## src/rtl/morse_pattern_tx.sv

```systemverilog
// Morse/on-off pattern transmitter: plays a left-justified bit pattern MSB-first
// on one LED, one bit per TICK_DIV clocks, with optional gap-separated repeat.
module morse_pattern_tx #(
    parameter int TICK_DIV  = 25_000_000,
    parameter int PAT_W     = 16,
    parameter int GAP_UNITS = 7,
    localparam int LEN_W    = $clog2(PAT_W + 1)
) (
    input  logic             i_clock,
    input  logic             i_reset,
    input  logic             i_start,
    input  logic [PAT_W-1:0] i_pattern,
    input  logic [LEN_W-1:0] i_length,
    input  logic             i_repeat_en,
    input  logic             i_abort,
    output logic             o_ready,
    output logic             o_busy,
    output logic             o_led,
    output logic             o_done
);

    localparam int DIV_W = $clog2(TICK_DIV) + 1;
    localparam int GAP_W = $clog2(GAP_UNITS) + 1;
    localparam logic [DIV_W-1:0] DIV_LAST = DIV_W'(TICK_DIV - 1);
    localparam logic [GAP_W-1:0] GAP_LAST = GAP_W'(GAP_UNITS - 1);
    localparam logic [LEN_W-1:0] LEN_MAX  = LEN_W'(PAT_W);

    typedef enum logic [1:0] {
        S_IDLE = 2'd0,
        S_SEND = 2'd1,
        S_GAP  = 2'd2
    } state_t;

    state_t             r_state, w_state_next;
    logic [PAT_W-1:0]   r_shreg, w_shreg_next;
    logic [PAT_W-1:0]   r_pat_sh, w_pat_sh_next;
    logic [LEN_W-1:0]   r_cnt, w_cnt_next;
    logic [LEN_W-1:0]   r_len_sh, w_len_sh_next;
    logic [DIV_W-1:0]   r_div, w_div_next;
    logic [GAP_W-1:0]   r_gap, w_gap_next;
    logic               r_led, w_led_next;
    logic               r_done, w_done_next;
    logic               r_ready, r_busy;
    logic               w_tick;
    logic [LEN_W-1:0]   w_len_clamped;

    assign w_tick        = (r_div == DIV_LAST);
    assign w_len_clamped = (i_length > LEN_MAX) ? LEN_MAX : i_length;

    // State register plus all datapath/output registers
    always_ff @(posedge i_clock) begin
        if (i_reset) begin
            r_state  <= S_IDLE;
            r_shreg  <= '0;
            r_pat_sh <= '0;
            r_cnt    <= '0;
            r_len_sh <= '0;
            r_div    <= '0;
            r_gap    <= '0;
            r_led    <= 1'b0;
            r_done   <= 1'b0;
            r_ready  <= 1'b1;
            r_busy   <= 1'b0;
        end else begin
            r_state  <= w_state_next;
            r_shreg  <= w_shreg_next;
            r_pat_sh <= w_pat_sh_next;
            r_cnt    <= w_cnt_next;
            r_len_sh <= w_len_sh_next;
            r_div    <= w_div_next;
            r_gap    <= w_gap_next;
            r_led    <= w_led_next;
            r_done   <= w_done_next;
            r_ready  <= (w_state_next == S_IDLE);
            r_busy   <= (w_state_next != S_IDLE);
        end
    end

    // Next-state and next-output logic; abort outranks everything but reset
    always_comb begin
        w_state_next  = r_state;
        w_shreg_next  = r_shreg;
        w_pat_sh_next = r_pat_sh;
        w_cnt_next    = r_cnt;
        w_len_sh_next = r_len_sh;
        w_div_next    = r_div;
        w_gap_next    = r_gap;
        w_led_next    = r_led;
        w_done_next   = 1'b0;

        if (i_abort) begin
            w_state_next = S_IDLE;
            w_led_next   = 1'b0;
            w_div_next   = '0;
            w_gap_next   = '0;
        end else begin
            case (r_state)
                S_IDLE: begin
                    if (i_start && r_ready) begin
                        w_shreg_next  = i_pattern;
                        w_pat_sh_next = i_pattern;
                        w_cnt_next    = w_len_clamped;
                        w_len_sh_next = w_len_clamped;
                        w_div_next    = '0;
                        if (w_len_clamped == '0) begin
                            w_done_next = 1'b1;
                            w_led_next  = 1'b0;
                        end else begin
                            w_state_next = S_SEND;
                            w_led_next   = i_pattern[PAT_W-1];
                        end
                    end else begin
                        w_led_next = 1'b0;
                    end
                end
                S_SEND: begin
                    if (w_tick) begin
                        w_div_next   = '0;
                        w_shreg_next = {r_shreg[PAT_W-2:0], 1'b0};
                        w_cnt_next   = r_cnt - LEN_W'(1);
                        if (r_cnt == LEN_W'(1)) begin
                            w_led_next = 1'b0;
                            // repeat_en is only looked at here, at the pattern end
                            if (i_repeat_en) begin
                                w_state_next = S_GAP;
                                w_gap_next   = '0;
                            end else begin
                                w_state_next = S_IDLE;
                                w_done_next  = 1'b1;
                            end
                        end else begin
                            w_led_next = r_shreg[PAT_W-2];
                        end
                    end else begin
                        w_div_next = r_div + DIV_W'(1);
                    end
                end
                S_GAP: begin
                    w_led_next = 1'b0;
                    if (w_tick) begin
                        w_div_next = '0;
                        if (r_gap == GAP_LAST) begin
                            w_state_next = S_SEND;
                            w_gap_next   = '0;
                            w_shreg_next = r_pat_sh;
                            w_cnt_next   = r_len_sh;
                            w_led_next   = r_pat_sh[PAT_W-1];
                        end else begin
                            w_gap_next = r_gap + GAP_W'(1);
                        end
                    end else begin
                        w_div_next = r_div + DIV_W'(1);
                    end
                end
                default: begin
                    w_state_next = S_IDLE;
                    w_led_next   = 1'b0;
                end
            endcase
        end
    end

    assign o_ready = r_ready;
    assign o_busy  = r_busy;
    assign o_led   = r_led;
    assign o_done  = r_done;

endmodule

```

## config.mk

```make
export PLATFORM = sky130hd
export DESIGN_NAME = morse_pattern_tx
export DESIGN_NICKNAME = d
export VERILOG_FILES = /design/src/rtl/morse_pattern_tx.sv
export SDC_FILE = /design/constraint.sdc
export NUM_CORES = 1
export LEC_CHECK = 0
export ABC_AREA = 0
export CORE_MARGIN = 2
export CORE_UTILIZATION = 29
export DETAILED_ROUTE_END_ITERATION = 7
export PLACE_DENSITY_LB_ADDON = 0.2
export REMOVE_ABC_BUFFERS = 1
export SETUP_SLACK_MARGIN = 0.05
export SLEW_MARGIN = 40
export SYNTH_ARGS = -nofsm -noshare
export SYNTH_HDL_FRONTEND = slang
export SYNTH_SLANG_ARGS = --single-unit
```

## constraint.sdc

```tcl
create_clock -name i_clock -period 5.5 [get_ports i_clock]
set_input_delay 0.825 -clock i_clock [delete_from_list [all_inputs] [get_ports i_clock]]
set_output_delay 0.825 -clock i_clock [all_outputs]
set_load 0.05 [all_outputs]
```

==> summary.txt <==
Outcome
  • Status: finished, final reports clean

Finish
  • Commonest non-fill, non-tap cell in the layout: nand2_1
  • P&R area growth vs syn: 19.72%
  • Most frequent cells in the layout: nand2_1 (85), dfxtp_1 (77), a21oi_1 (52), nor2_1 (39), clkdlybuf4s50_1 (29)
  • Post-route core utilization: between 30% and 40%
  • Diode count: 0
  • Layout cells sized above 1: 7.113%
  • Nets: slightly above 500

Die
  • I/O pins: 30
  • Die area: 0.01368 mm2
  • Std cell rows: 41
  • Die Span Y: between 100 and 150 um
  • Starting Density: around 30%
  • Core area: roughly 0.013 mm2
  • Die W: between 100 and 150 um

Placed design
  • HPWL Detailed: 5.910 mm
  • DP Worst Slack: roughly 2.4 ns
  • I/O Buffers: 29
  • GP Congestion: between 0.8 and 0.9

Global routing
  • Total GRT Usage: 14.31%
  • Final global-route overflow total: 0
  • First-pass GRT wire length: ~15 mm
  • Largest net degree at the start of global routing: between 40 and 50
  • Antenna violations before repair: 0
  • Vias in the first global route: 3076

Yosys
  • Mapped Area: about 0.0037 mm2
  • Register area share after synthesis: a little over two fifths
  • Post-synth EDFFs: 0
  • Synth top area share: a little over two fifths
  • Seq cells post-synth: just under 80
  • Count of cell types in the netlist: 50
  • Post-synth top area cell: dfxtp_1
  • Commonest register cell after synthesis: dfxtp_1
  • Avg Cell Area, Syn: 8.043 um2
  • Async set-reset flop share out of synthesis: 0%
  • YS warnings: 0
  • Mapped Cells: 460
  • Synth top area cells: dfxtp_1 (42%), nand2_1 (8.6%), a21oi_1 (7.0%)

STA
  • Total negative slack: 0 ns
  • Final Hold Fails: 0
  • FMAX: about 360 MHz
  • RSZ-0062 raised after global routing: no
  • Endpoints failing setup: 0
  • Skew final: ~0.0063 ns
  • Worst slew pin tran: slightly below 0.7 ns
  • Final period utilization: between 50% and 60%
  • Fin Hold WS: between 0.4 and 0.5 ns
  • Final Max Tran Viols: 0
  • Slew margin rel.: 53.68%
  • Post-layout min period: 2.778 ns
  • Final worst slack: 2.722 ns

Pwr
  • Pwr/cell area: 302.2 mW/mm2
  • Peak supply drop: between 0.00015 and 0.0002 V
  • Leak: approximately 0.0015 uW

Detailed routing
  • Via Count: 3247
  • Top Metal Used: met4
  • Initial drt markers: approximately 190
  • Met2 wire len: ~4.2 mm
  • DRC Markers: 0
  • WL final: a little over 9 mm
  • Via density: approximately 5.0
  • Met3 Wirelength: 374 um
  • WL/cell: roughly 14 um
  • Wl on met1: ~4.3 mm
  • Pre-antenna DRT Iters: 4
  • Routed Antenna Nets: 0

Clock tree
  • Htree depth: 3
  • Worst-path clk slew: 0.06 ns
  • Clock tree buffer depth: 2
  • Skew-Pair Late Insertion Delay: approximately 0.35 ns
  • # hold bufs at CTS: 0
  • CTS Sinks: 77
  • Post-CTS Resized: 0
  • TritonCTS Buffers: 9
  • Root buffer cell: clkbuf_16
  • Post-CTS Setup Inserts: 0
  • CTS tree: built

Setup path
  • Worst path required time: approximately 5.8 ns
  • Critical Path Start Type: primary input
  • Crit path kind: primary input to register
  • Crit Path Max Fanout: 20
  • Worst Setup End Kind: register
  • Crit path arrival time: 3.05 ns

Run
  • Number of max-cap violations: 0

Worst hold path
  • Hold Crit Class: register to register
[path summary, 6_finish.rpt]
| kind | cells past startpoint | startpoint | end | slack [ns] |
|---|---|---|---|---|
| max reg2reg | 7 | r_div[0] | r_cnt[1] | 2.78 |
| min reg2reg | 2 | r_pat_sh[0] | r_pat_sh[0] | 0.46 |
| max | 7 | i_start | r_cnt[1] | 2.72 |
| min | 2 | r_pat_sh[0] | r_pat_sh[0] | 0.46 |
[kinds of logic (layout without fill, tap and decap cells)]
family | Yosys count | in the layout | share of synthesized area [%]
flip-flops | 77 | 77 | 41.66
multiplexers | 2 | 2 | 0.5411
buffers and inverters | 42 | 60 | 4.599
AO/OA/AOI/OAI | 119 | 119 | 20.83
XOR/XNOR | 17 | 17 | 4.024
AND/OR/NAND/NOR | 194 | 194 | 25.30
adder cells (fa/ha/maj) | 9 | 9 | 3.044
[synth_stat cells, types with 3 or more instances]
cell type,count
clkbuf_1,26
nor2_1,40
and4_1,3
xnor2_1,6
o31ai_1,3
or3_1,9
ha_1,9
inv_1,10
nand3b_1,5
nor4b_1,3
a21oi_1,52
or4_1,3
nand2_1,85
o211ai_1,15
nand4_1,9
dfxtp_1,77
buf_2,4
xor2_1,11
o21ai_0,15
nor3_1,5
nor2b_1,6
a221o_1,14
or2_2,4
nand3_1,9
a211oi_1,4
[flip-flops by register name, summed over array words and instances, names as in the netlist, 2 cells and up]
name	cells
r_pat_sh	16
r_len_sh	5
r_cnt	5
r_shreg	15
r_gap	4
r_state	2
r_div	26
[metrics by stage]
stage | power, uW | instance area, um2 | std cells
2_1_floorplan | 674.4 | 3571 | 429
3_3_place_gp | 733.3 | 4111 | 634
3_5_place_dp | 734.6 | 4119 | 634
4_1_cts | 1358 | 4428 | 650
5_1_grt | 1398 | 4429 | 650
6_report | 1339 | 4429 | 650
[critical path, cell delays in order]
cell	delay (ns)
clkdlybuf4s50_1	0.50
a21boi_1	0.10
nor2_1	0.30
nand2_1	0.15
a211o_1	0.57
or3_1	0.46
a21oi_1	0.13
[cell type report]
| class | instances | area, um2 |
|---|---|---|
| Tap cell | 172 | 215.2 |
| Timing Repair Buffer | 33 | 320.3 |
| Clock inverter | 6 | 70.07 |
| Sequential cell | 77 | 1541 |
| Clock buffer | 10 | 239.0 |
| Inverter | 11 | 41.29 |
| Multi-Input combinational cell | 341 | 2002 |
| Fill cell | 1321 | 8088 |
[metal layers]
layer	GRT usage (%)	vias up
li1	-	1661
met1	17.78	1513
met2	22.89	57
met3	4.222	16
met4	6.667	0
met5	0	-
[report_power, final]
part	total [uW]	internal (uW)	leakage, uW	switching (uW)
combinational	132	53.7	0.000676	78.7
clock	618	368	0.000153	250
sequential	588	577	0.000625	11.3
Note: power is estimated with default switching activity, not from simulation.
